<file path="src/rtl/pe_bus_interconnect.sv">
// pe_bus_interconnect: mask-decoded CPU-to-slave bus with wait states, per-slave byte swap and sticky error capture.
// Optional access timeout is compiled in when PE_BUS_TIMEOUT_EN is defined.
module pe_bus_interconnect #(
    parameter int                       DATA_WIDTH     = 32,
    parameter int                       NUM_SLAVES     = 4,
    parameter logic [32*NUM_SLAVES-1:0] SLAVE_BASE     = {NUM_SLAVES{32'h0}},
    parameter logic [32*NUM_SLAVES-1:0] SLAVE_MASK     = {NUM_SLAVES{32'hE0000000}},
    parameter logic [NUM_SLAVES-1:0]    SWAP_MASK      = '0,
    parameter int                       TIMEOUT_CYCLES = 255
) (
    input  logic                             clock,
    input  logic                             reset,
    input  logic                             cpu_req_in,
    input  logic [DATA_WIDTH-1:0]            cpu_addr_in,
    input  logic [DATA_WIDTH-1:0]            cpu_wdata_in,
    input  logic [3:0]                       cpu_wb_in,
    output logic [DATA_WIDTH-1:0]            cpu_rdata_out,
    output logic                             cpu_stall_out,
    output logic [NUM_SLAVES-1:0]            s_sel_out,
    output logic [DATA_WIDTH-1:0]            s_addr_out,
    output logic [DATA_WIDTH-1:0]            s_wdata_out,
    output logic [3:0]                       s_wb_out,
    input  logic [NUM_SLAVES*DATA_WIDTH-1:0] s_rdata_in,
    input  logic [NUM_SLAVES-1:0]            s_ready_in,
    output logic                             err_irq_out,
    output logic [1:0]                       err_cause_out,
    output logic [DATA_WIDTH-1:0]            err_addr_out,
    input  logic                             err_clr_in,
    output logic [1:0]                       dbg_state_out   // 0 IDLE, 1 ACCESS, 2 RESP
);

    // Handshake: the CPU holds req/addr/wdata/wb while stall is high; a slave
    // completes by raising its ready bit while its sel bit is high, and the
    // result is presented on cpu_rdata_out in the cycle stall drops (RESP).

    localparam int IDX_W = (NUM_SLAVES > 1) ? $clog2(NUM_SLAVES) : 1;

    typedef enum logic [1:0] {
        ST_IDLE   = 2'd0,
        ST_ACCESS = 2'd1,
        ST_RESP   = 2'd2
    } state_t;

    if (NUM_SLAVES < 1 || NUM_SLAVES > 16 || TIMEOUT_CYCLES < 1 || TIMEOUT_CYCLES > 65535) begin : g_bad_cfg
        $error("pe_bus_interconnect: parameter out of range");
    end

    function automatic logic [DATA_WIDTH-1:0] swap_bytes(input logic [DATA_WIDTH-1:0] d);
        logic [DATA_WIDTH-1:0] r;
        r = '0;
        for (int b = 0; b < DATA_WIDTH/8; b++) begin
            r[8*b +: 8] = d[DATA_WIDTH-8-8*b +: 8];
        end
        return r;
    endfunction

    state_t                  state_q, state_d;
    logic [IDX_W-1:0]        idx_q, idx_d;
    logic [NUM_SLAVES-1:0]   sel_q, sel_d;
    logic [DATA_WIDTH-1:0]   addr_q, addr_d;
    logic [DATA_WIDTH-1:0]   wdata_q, wdata_d;
    logic [3:0]              wb_q, wb_d;
    logic [DATA_WIDTH-1:0]   rdata_q, rdata_d;
    logic                    err_irq_q, err_irq_d;
    logic [1:0]              err_cause_q, err_cause_d;
    logic [DATA_WIDTH-1:0]   err_addr_q, err_addr_d;

    logic                    hit;
    logic [IDX_W-1:0]        hit_idx;
    logic                    ready_sel;
    logic [DATA_WIDTH-1:0]   rdata_sel;
    logic                    tmo_hit;
    logic                    miss_err;
    logic                    tmo_err;

    // Descending scan so the lowest hitting index is the one left standing.
    always_comb begin
        hit     = 1'b0;
        hit_idx = '0;
        for (int i = NUM_SLAVES - 1; i >= 0; i--) begin
            if ((cpu_addr_in[31:0] & SLAVE_MASK[32*i +: 32]) == SLAVE_BASE[32*i +: 32]) begin
                hit     = 1'b1;
                hit_idx = IDX_W'(i);
            end
        end
    end

    assign ready_sel = s_ready_in[idx_q];
    assign rdata_sel = s_rdata_in[idx_q*DATA_WIDTH +: DATA_WIDTH];

`ifdef PE_BUS_TIMEOUT_EN
    logic [15:0] cnt_q, cnt_d;

    always_comb begin
        cnt_d = cnt_q;
        if (state_q == ST_IDLE) begin
            cnt_d = '0;
        end else if (state_q == ST_ACCESS && !ready_sel) begin
            cnt_d = cnt_q + 16'd1;
        end
    end

    always_ff @(posedge clock or posedge reset) begin
        if (reset) cnt_q <= '0;
        else       cnt_q <= cnt_d;
    end

    // Expires on the ACCESS cycle whose increment would reach the limit.
    assign tmo_hit = (cnt_q == 16'(TIMEOUT_CYCLES - 1));
`else
    assign tmo_hit = 1'b0;
`endif

    always_ff @(posedge clock or posedge reset) begin
        if (reset) begin
            state_q     <= ST_IDLE;
            idx_q       <= '0;
            sel_q       <= '0;
            addr_q      <= '0;
            wdata_q     <= '0;
            wb_q        <= '0;
            rdata_q     <= '0;
            err_irq_q   <= 1'b0;
            err_cause_q <= 2'b00;
            err_addr_q  <= '0;
        end else begin
            state_q     <= state_d;
            idx_q       <= idx_d;
            sel_q       <= sel_d;
            addr_q      <= addr_d;
            wdata_q     <= wdata_d;
            wb_q        <= wb_d;
            rdata_q     <= rdata_d;
            err_irq_q   <= err_irq_d;
            err_cause_q <= err_cause_d;
            err_addr_q  <= err_addr_d;
        end
    end

    always_comb begin
        state_d = state_q;
        case (state_q)
            ST_IDLE:   if (cpu_req_in) state_d = hit ? ST_ACCESS : ST_RESP;
            ST_ACCESS: if (ready_sel || tmo_hit) state_d = ST_RESP;
            default:   state_d = ST_IDLE;
        endcase
    end

    always_comb begin
        idx_d    = idx_q;
        sel_d    = sel_q;
        addr_d   = addr_q;
        wdata_d  = wdata_q;
        wb_d     = wb_q;
        rdata_d  = rdata_q;
        miss_err = 1'b0;
        tmo_err  = 1'b0;
        case (state_q)
            ST_IDLE: begin
                if (cpu_req_in && hit) begin
                    idx_d          = hit_idx;
                    sel_d          = '0;
                    sel_d[hit_idx] = 1'b1;
                    addr_d         = {cpu_addr_in[DATA_WIDTH-1:2], 2'b00};
                    wdata_d        = SWAP_MASK[hit_idx] ? swap_bytes(cpu_wdata_in) : cpu_wdata_in;
                    wb_d           = cpu_wb_in;
                end else if (cpu_req_in) begin
                    miss_err = 1'b1;
                    rdata_d  = '0;
                end
            end
            ST_ACCESS: begin
                if (ready_sel) begin
                    sel_d = '0;
                    if (wb_q != 4'b0000)      rdata_d = '0;
                    else if (SWAP_MASK[idx_q]) rdata_d = swap_bytes(rdata_sel);
                    else                       rdata_d = rdata_sel;
                end else if (tmo_hit) begin
                    sel_d   = '0;
                    rdata_d = '0;
                    tmo_err = 1'b1;
                end
            end
            default: ;
        endcase
    end

    // A new error wins over a simultaneous clear; otherwise the first one sticks.
    always_comb begin
        err_irq_d   = err_irq_q;
        err_cause_d = err_cause_q;
        err_addr_d  = err_addr_q;
        if ((miss_err || tmo_err) && (!err_irq_q || err_clr_in)) begin
            err_irq_d   = 1'b1;
            err_cause_d = miss_err ? 2'b01 : 2'b10;
            err_addr_d  = cpu_addr_in;
        end else if (err_clr_in) begin
            err_irq_d   = 1'b0;
            err_cause_d = 2'b00;
            err_addr_d  = '0;
        end
    end

    assign cpu_stall_out = (state_q == ST_IDLE && cpu_req_in) || (state_q == ST_ACCESS);
    assign cpu_rdata_out = rdata_q;
    assign s_sel_out     = sel_q;
    assign s_addr_out    = addr_q;
    assign s_wdata_out   = wdata_q;
    assign s_wb_out      = wb_q;
    assign err_irq_out   = err_irq_q;
    assign err_cause_out = err_cause_q;
    assign err_addr_out  = err_addr_q;
    assign dbg_state_out = state_q;

endmodule
</file>
<file path="config.mk">
export PLATFORM = sky130hd
export DESIGN_NAME = pe_bus_interconnect
export DESIGN_NICKNAME = d
export VERILOG_FILES = /design/src/rtl/pe_bus_interconnect.sv
export SDC_FILE = /design/constraint.sdc
export NUM_CORES = 1
export LEC_CHECK = 0
export CORE_AREA = 4 4 134 136
export DETAILED_ROUTE_END_ITERATION = 16
export DIE_AREA = 0 0 138 140
export GPL_TIMING_DRIVEN = 0
export MAX_ROUTING_LAYER = met4
export PLACE_DENSITY_LB_ADDON = 0.15
export SYNTH_ARGS = -nofsm -noshare
export SYNTH_HDL_FRONTEND = slang
export SYNTH_SLANG_ARGS = --single-unit
</file>
<file path="constraint.sdc">
create_clock -name clock -period 5 [get_ports clock]
set_input_delay 0.5 -clock clock [delete_from_list [all_inputs] [get_ports clock]]
set_output_delay 0.5 -clock clock [all_outputs]
set_load 0.01 [all_outputs]
</file>
* Word level (Yosys, flattened, before mapping) *
Index checks and enable logic that the tools add are counted.

word-level totals
  bits in registers = 139
  latch bits = 0
  bits in writable memories = 0
  memory bits (read-only) = 0
  output and inout bits = 142
  logic and storage cells = 52
  memories kept = 0

operators by class
  $add $sub $neg = 0
  $mul = 0
  divide/modulo/power cells = 0
  order comparisons = 0
  equality and inequality tests = 5
  shifts and indexed selects = 0
  muxes and demuxes = 23
  bitwise gates (word level) = 0
  reductions and logical operators = 15

operator list
  cell                                                             number
  32-bit 2-to-1 mux                                                6
  32-bit case mux with 2 select lines                              1
  32-bit logical NOT                                               1
  2-bit 2-to-1 mux                                                 6
  4-bit 2-to-1 mux                                                 2
  2-bit != test, second input constant                             4
  4-bit case mux with 2 select lines                               1
  1-bit 2-to-1 mux                                                 6
  2-bit case mux with 2 select lines                               1
  2-bit AND reduction                                              2
  4-bit AND reduction                                              1
  2-bit nonzero test                                               2
  4-bit nonzero test                                               1
  1-bit logical AND                                                3
  3-bit AND reduction                                              1
  2-bit by 1-bit == test with 1-bit output, second input constant  1
  2-bit logical NOT                                                1
  1-bit logical OR                                                 2
  1-bit logical NOT                                                1

* Longest topological paths before layout *
Gate-level depths: netlist of the first run.

  depth in word-level cells = 7
  mapped depth = 5
  mapped depth without buffers = 3

* Worst setup path after synthesis of the first run *
Ideal clock, no wire load.

  path kind = input -> register
  start = in cpu_addr_in[29]
  end = reg wdata_q[17], in the netlist s_wdata_out[17]
  library setup time = 127 ps
  arrival = 1,563 ps
  path slack = 3,310 ps
  cell stages on the path = 5
  buffers on the path = 2
  cells stage by stage = nor3_4 -> nand2_1 -> buf_2 -> buf_6 -> mux2_1

between the ends
  word-level cells in the longest chain between the ends = 4

RTL lines
  what                                  RTL line  text
  start, declared                       14        input logic [DATA_WIDTH-1:0] cpu_addr_in,
  32-bit logical NOT                    81        if ((cpu_addr_in[31:0] & SLAVE_MASK[32*i +: 32]) == SLAVE_BASE[32*i +: 32]) begin
  1-bit 2-to-1 mux                      81
  1-bit logical AND                     160       if (cpu_req_in && hit) begin
  2-bit AND reduction (no source line)  n/a
  end signal, assigned                  131       wdata_q <= wdata_d;
  end, declared                         61        logic [DATA_WIDTH-1:0] wdata_q, wdata_d;

No other way between the ends.
A chain may end at the register's enable or synchronous reset.

* Final worst setup path of the first run *
  start = in cpu_req_in
  end = out cpu_stall_out

between the ends
  word-level cells in the longest chain between the ends = 2

RTL lines
  what               RTL line  text
  start, declared    13        input logic cpu_req_in,
  1-bit logical AND  204       assign cpu_stall_out = (state_q == ST_IDLE && cpu_req_in) || (state_q == ST_ACCESS);
  1-bit logical OR   204
  end, declared      18        output logic cpu_stall_out,

No other way between the ends.

==> results.cfg, run 1 <==
[grt]
track_usage_pct = 16.1
global_route.overflow_total = 0
grt_max_degree = 83
grt_pass1_vias = 4423
global_route_wire_length_before_repair_um = 23700
grt_antenna_before_repair = 0

[timing]
layout_min_cycle_time_ns = 2.21
final.setup.worst_slack_ns = 2.79
finalHoldViolations = 0
timing.final.crit_share_pct = 44.2
max-slew-margin-rel_pct = 48.6
final.setup_skew_ns = 0.00922
worst_pin_slew_ns = 0.771
totalNegativeSetupSlack_ns = 0
timing.fmax_mhz = 452
grt_setup_unrepaired = false
report.final.setup_viol = 0
timing_max_transition_violations_final = 0

[synthesis]
synth_cell_type_count = 26
synth_most_common_cell = sky130_fd_sc_hd__dfrtp_1
avgSynthCellArea_um2 = 15.2
yosys-top-cells-area = sky130_fd_sc_hd__dfrtp_1, sky130_fd_sc_hd__mux2_2, sky130_fd_sc_hd__a22o_1, sky130_fd_sc_hd__and3_1, sky130_fd_sc_hd__mux2_1
number_of_enable_flip_flop_cells_after_synthesis = 0
synth.largest_area_cell = sky130_fd_sc_hd__dfrtp_1
synth_warnings = 0
yosysTopAreaCellShare_pct = 63.9
seq_area_frac_synth_pct = 63.9
synth_commonest_cells = sky130_fd_sc_hd__dfrtp_1, sky130_fd_sc_hd__mux2_2, sky130_fd_sc_hd__a22o_1, sky130_fd_sc_hd__and3_1, sky130_fd_sc_hd__mux2_1
synth_top_flop_cell = sky130_fd_sc_hd__dfrtp_1
synth-seq-cells = 135
cell_area_synth_um2 = 5290
share_of_flip_flops_with_an_asynchronous_set_or_reset_pct = 100
synth_cells = 347

[cts]
clock_latency_ns = 0.41
cts_clock_pin_slew_for_the_worst_setup_and_hold_paths_ns = 0.05
cts-root-to-sink-buffers = 2
post_cts_setup_buffers = 0
clk_root_buffer_cell = sky130_fd_sc_hd__clkbuf_16
cts_buf_count = 17
cts_hold_repair.buffers = 0
tritoncts = done
cts_resized = 0
clock_tree.htree_level_count = 4
numClockSinks = 135

[setup_path]
path_buf_inv = 2
crit_chain = clkdlybuf4s50_1, nor2_1, nor2_1, clkdlybuf4s50_1
critPathTopFamily = buffers and inverters
worst_setup_path_end_kind = output pin
critPathRequiredTime_ns = 4.50
crit_path_start_kind = input port
timing.critical_path.fanout_max = 4
critical_path_cell_count = 4
critical_path.max_stage_delay_ns = 0.58
timing.reg2reg.worst_path_depth = 5
timing.critical_path.slowest_stage_cell = sky130_fd_sc_hd__clkdlybuf4s50_1
critPathArrivalTime_ns = 1.71
worst-setup-path-type = input port to output pin

[hold_path]
holdPathStages = 1
hold_path.class = register to register

[pwr]
power.switching_fraction_pct = 24.5
power.clock.fraction_pct = 37.4
power_per_cell_area_nw_per_um2 = 414
vdd_ir_drop_max_v = 0.000278
power_report.internal_total_mw = 2.71
switching_power_mw = 0.879
total_leakage_power_nw = 3.93
seq_power_share_pct = 38.4
combinationalPowerShare_pct = 24.2

[job]
maxcap_viol_count = 0

[layout]
drive_above_1_share_pct = 22.8
layout-area-overhead-vs-synth_pct = 64.0
total_area_of_sequential_cells_um2 = 3380
nNetsFinal = 816
count_of_inserted_antenna_diode_cells = 0
total_of_fill_cells_in_the_finished_design = 1471
multi_input_comb_area_um2 = 1740

[placed_design]
gpl.final_weighted_congestion = 0.779
pre_cts_slack_ns = 2.42
port_buffers = 241
dp_hpwl_um = 10900

[drt]
postRouteAntennaNets = 0
avgViaCountPerCell = 4.55
drt-total-wl_um = 14700
via_count = 3866
drt-initial-drc-count = 122
drc = 0
detail_route.wl_per_cell_um = 17.3
drt-pass1-iter-count = 5

[floorplanning]
die_area_um2 = 19300
die_y_um = 140
io_pins = 346
std_cell_core_area_um2 = 16900
initial_core_util_pct = 31.2
overall_die_width_um = 138
placement_rows = 48

[status]
status = completed
[flip-flops by register name, indices dropped and copies added (netlist names)]
signal         cells
err_cause_out      2
cpu_rdata_out     32
s_sel_out          1
dbg_state_out      2
s_wdata_out       32
err_addr_out      32
s_wb_out           4
s_addr_out        30
[per-layer routing]
| metal | vias up | share of wire [%] | GRT usage, % |
|---|---|---|---|
| li1 | 1776 | - | - |
| met1 | 1914 | 41 | 18.4 |
| met2 | 156 | 49 | 25.4 |
| met3 | 20 | 8.5 | 6.79 |
| met4 | 0 | 1.6 | 5.72 |
| met5 | - | 0 | - |
[path summary, 6_finish.rpt]
kind | from | to | slack (ns)
setup / recovery | cpu_req_in | cpu_stall_out | 2.79
setup reg to reg | dbg_state_out[0]$_DFFE_PP0P_ | s_wdata_out[28]$_DFFE_PP0P_ | 3.05
hold / removal | cpu_rdata_out[0]$_DFFE_PP0P_ | cpu_rdata_out[0]$_DFFE_PP0P_ | 0.49
max in group asynchronous | reset | err_addr_out[5]$_DFFE_PP0P_ | 3.65
min in group asynchronous | reset | s_wdata_out[2]$_DFFE_PP0P_ | 0.60
hold reg to reg | cpu_rdata_out[0]$_DFFE_PP0P_ | cpu_rdata_out[0]$_DFFE_PP0P_ | 0.49
[power by group through the flow]
stage               Sequential (mW)  Clock [mW]  Combinational (mW)
floorplan                      1.48           0               0.245
global placement               1.39           0               0.872
detailed placement             1.40           0               0.882
CTS                            1.38        1.38               0.887
global route                   1.40        1.44               0.930
finish                         1.38        1.34               0.870
[layout make-up]
cell class	count	area share, %
Tap cell	225	3.25
Clock buffer	24	5.78
Buffer	28	2.01
Multi-Input combinational cell	185	20.1
Timing Repair Buffer	242	28.1
Clock inverter	7	1.62
Sequential cell	135	38.9
Inverter	3	0.188
[cells in the final DEF, fill, tap and decap left out, types with 2 or more instances in the layout]
cell type and count:
sky130_fd_sc_hd__nor2_1 3, sky130_fd_sc_hd__dfrtp_1 135, sky130_fd_sc_hd__buf_2 10, sky130_fd_sc_hd__and2_1 4
sky130_fd_sc_hd__buf_6 3, sky130_fd_sc_hd__inv_1 2, sky130_fd_sc_hd__buf_4 9, sky130_fd_sc_hd__clkdlybuf4s50_1 241
sky130_fd_sc_hd__mux2_2 84, sky130_fd_sc_hd__clkbuf_16 17, sky130_fd_sc_hd__and3_1 32, sky130_fd_sc_hd__clkbuf_1 8
sky130_fd_sc_hd__bufinv_16 4, sky130_fd_sc_hd__clkbuf_8 5, sky130_fd_sc_hd__clkinvlp_4 2, sky130_fd_sc_hd__nand2_1 2
sky130_fd_sc_hd__conb_1 5, sky130_fd_sc_hd__a22o_1 32, sky130_fd_sc_hd__mux2_1 11
[logic make-up after synthesis]
family	share of synthesized area, %
AOI/OAI and AO/OA	6.55
buffers and inverters	3.50
DFF	63.9
muxes	20.4
other	0.0709
and+or+nand+nor	5.61
[per-stage QoR]
stage | hold WS [ns] | power [mW] | instance area, um2 | cells | utilization (%)
floorplan | 0.524 | 1.72 | 5310 | 351 | -
global placement | 0.469 | 2.26 | 8000 | 817 | 47.2
detailed placement | 0.471 | 2.28 | 8030 | 818 | 47.4
CTS | 0.494 | 3.65 | 8670 | 849 | 51.2
global route | 0.503 | 3.77 | 8670 | 849 | 51.2
finish | 0.492 | 3.59 | 8670 | 849 | 51.2
Power figures use the tool's default switching activity.
==> inputs of run 2 (changes only) <==
Settings changed: CORE_AREA 4 4 134 136 to default, CORE_MARGIN from default to 4, CORE_UTILIZATION from default to 33, DIE_AREA 0 0 138 140 to default.
Clock period 5 ns to 2 ns, I/O delays scaled along.
==> run 2 against run 1 <==
Critical path type is now register to output pin. Clock-buffer cell count fell by 6. Critical endpoint unchanged. Wire length decreased by 0.53%. Sequential power rose to 2.5 times the previous value. Non-clock buffer count is 2 higher. Highest routed layer unchanged. Largest cell class unchanged.
==> results.cfg, run 2 (synthesis gave the netlist of run 1 again) <==
[setup_path]
timing.critical_path.fanout_max = 8
worst_setup_path_end_kind = output pin
crit_path_start_kind = register
critPathTopFamily = buffers and inverters
worst-setup-path-type = register to output pin
path_buf_inv = 1
critPathRequiredTime_ns = 1.80
critPathArrivalTime_ns = 1.69
timing.critical_path.slowest_stage_cell = sky130_fd_sc_hd__clkdlybuf4s50_1
crit_chain = nor2_1, nor2_1, clkdlybuf4s50_1
critical-path-top-cell-by-count = sky130_fd_sc_hd__nor2_1
critical_path.max_stage_delay_ns = 0.59

[timing]
layout_min_cycle_time_ns = 1.89
finalHoldViolations = 0
timing_max_transition_violations_final = 0
fin_worst_hold_slack_ns = 0.323
final.setup_skew_ns = 0.00707
totalNegativeSetupSlack_ns = 0
max-slew-margin-rel_pct = 40.4
worst_pin_slew_ns = 0.893
report.final.setup_viol = 0
grt_setup_unrepaired = false
timing.final.crit_share_pct = 94.7
timing.fmax_mhz = 528

[cts]
post_cts_setup_buffers = 0
clock_tree.htree_level_count = 4
cts_buf_count = 17
cts-root-to-sink-buffers = 2
clk_root_buffer_cell = sky130_fd_sc_hd__clkbuf_16
clock_latency_ns = 0.42
numClockSinks = 135
tritoncts = done
cts_clock_pin_slew_for_the_worst_setup_and_hold_paths_ns = 0.05

[layout]
count_of_inserted_antenna_diode_cells = 0
drive_above_1_share_pct = 23.5
total_of_fill_cells_in_the_finished_design = 1367
layout.cells.most_common_list = sky130_fd_sc_hd__clkdlybuf4s50_1, sky130_fd_sc_hd__dfrtp_1, sky130_fd_sc_hd__mux2_2
fin_area_um2 = 8630
layout-area-overhead-vs-synth_pct = 63.2
nNetsFinal = 818
mostFrequentLayoutCell = sky130_fd_sc_hd__clkdlybuf4s50_1

[pwr]
vdd_ir_drop_max_v = 0.000615
total_leakage_power_nw = 3.91
totalPowerFinal_mw = 8.65
power_per_cell_area_nw_per_um2 = 1000

[placed_design]
placed_cell_area_um2 = 8050
dp_hpwl_um = 10900
port_buffers = 241
gpl.final_weighted_congestion = 0.775

[floorplanning]
placement_rows = 46
initial_core_util_pct = 33.5
die_y_um = 135
std_cell_core_area_um2 = 15800
io_pins = 346
die_area_um2 = 18100
overall_die_width_um = 135

[drt]
detail_route.wl_per_cell_um = 17.3
avgViaCountPerCell = 4.58
drt-initial-drc-count = 125
drt-total-wl_um = 14600
drc = 0
drt-pass1-iter-count = 4
via_count = 3859
postRouteAntennaNets = 0

[status]
status = completed

[grt]
grt_pass1_vias = 4342
global_route_wire_length_before_repair_um = 23200
track_usage_pct = 17.0
grt_antenna_before_repair = 0
grt_max_degree = 45
global_route.overflow_total = 0

[job]
maxcap_viol_count = 0

[hold_path]
hold_path.class = input port to asynchronous set/reset pin
run 2: per-stage QoR:
stage	util (%)	cells	setup WS [ns]
2_1_floorplan	-	351	0.121
3_3_place_gp	50.7	808	-1.11
3_5_place_dp	51.1	811	-0.226
4_1_cts	54.7	842	0.0326
5_1_grt	54.7	842	0.0105
6_report	54.7	842	0.105
run 2: per-layer routing:
metal  GRT usage [%]  part of all wire [%]  up-vias
li1                -                     -     1775
met1            20.1                    41     1914
met2            25.9                    48      149
met3            7.56                   8.8       21
met4            5.83                   2.2        0
met5               -                     0        -
run 2: final cells by class:
| cell class | count | area, um2 | area share, % |
|---|---|---|---|
| plain buffers | 28 | 174 | 2.02 |
| clock inverters | 13 | 133 | 1.54 |
| clock buffers | 18 | 439 | 5.09 |
| inverters | 3 | 15.0 | 0.174 |
| multi-input cells | 185 | 1750 | 20.3 |
| flip-flops and latches | 135 | 3380 | 39.2 |
| repair buffers | 244 | 2470 | 28.6 |
| well taps | 216 | 270 | 3.13 |
run 2: final timing paths:
| check | startpoint | to | slack, ns | cells after the start |
|---|---|---|---|---|
| min | reset | s_addr_out[5]$_DFFE_PP0P_ | 0.32 | 2 |
| min reg2reg | s_addr_out[30]$_DFFE_PP0P_ | s_addr_out[30]$_DFFE_PP0P_ | 0.49 | 1 |
| max in group asynchronous | reset | dbg_state_out[1]$_DFFE_PP0P_ | 0.83 | 4 |
| max reg2reg | dbg_state_out[0]$_DFFE_PP0P_ | s_wb_out[1]$_DFFE_PP0P_ | 0.14 | 5 |
| max | dbg_state_out[0]$_DFFE_PP0P_ | cpu_stall_out | 0.11 | 3 |
| min in group clock | cpu_wb_in[0] | s_wb_out[0]$_DFFE_PP0P_ | 0.37 | 2 |
run 2: timing repair:
item,4_1_cts,5_1_grt
hold buffers,0,0
hold endpoints to repair,0,0
resized for setup,0,2
endpoints found under the setup margin,0,20
run 2: where the power goes:
| group | switching [mW] | internal (mW) | leakage [nW] | total (mW) |
|---|---|---|---|---|
| Clock | 1.17 | 1.85 | 0.273 | 3.02 |
| Sequential | 0.254 | 3.19 | 1.74 | 3.45 |
| Combinational | 0.838 | 1.35 | 1.90 | 2.19 |
| Total | 2.26 | 6.39 | 3.91 | 8.65 |
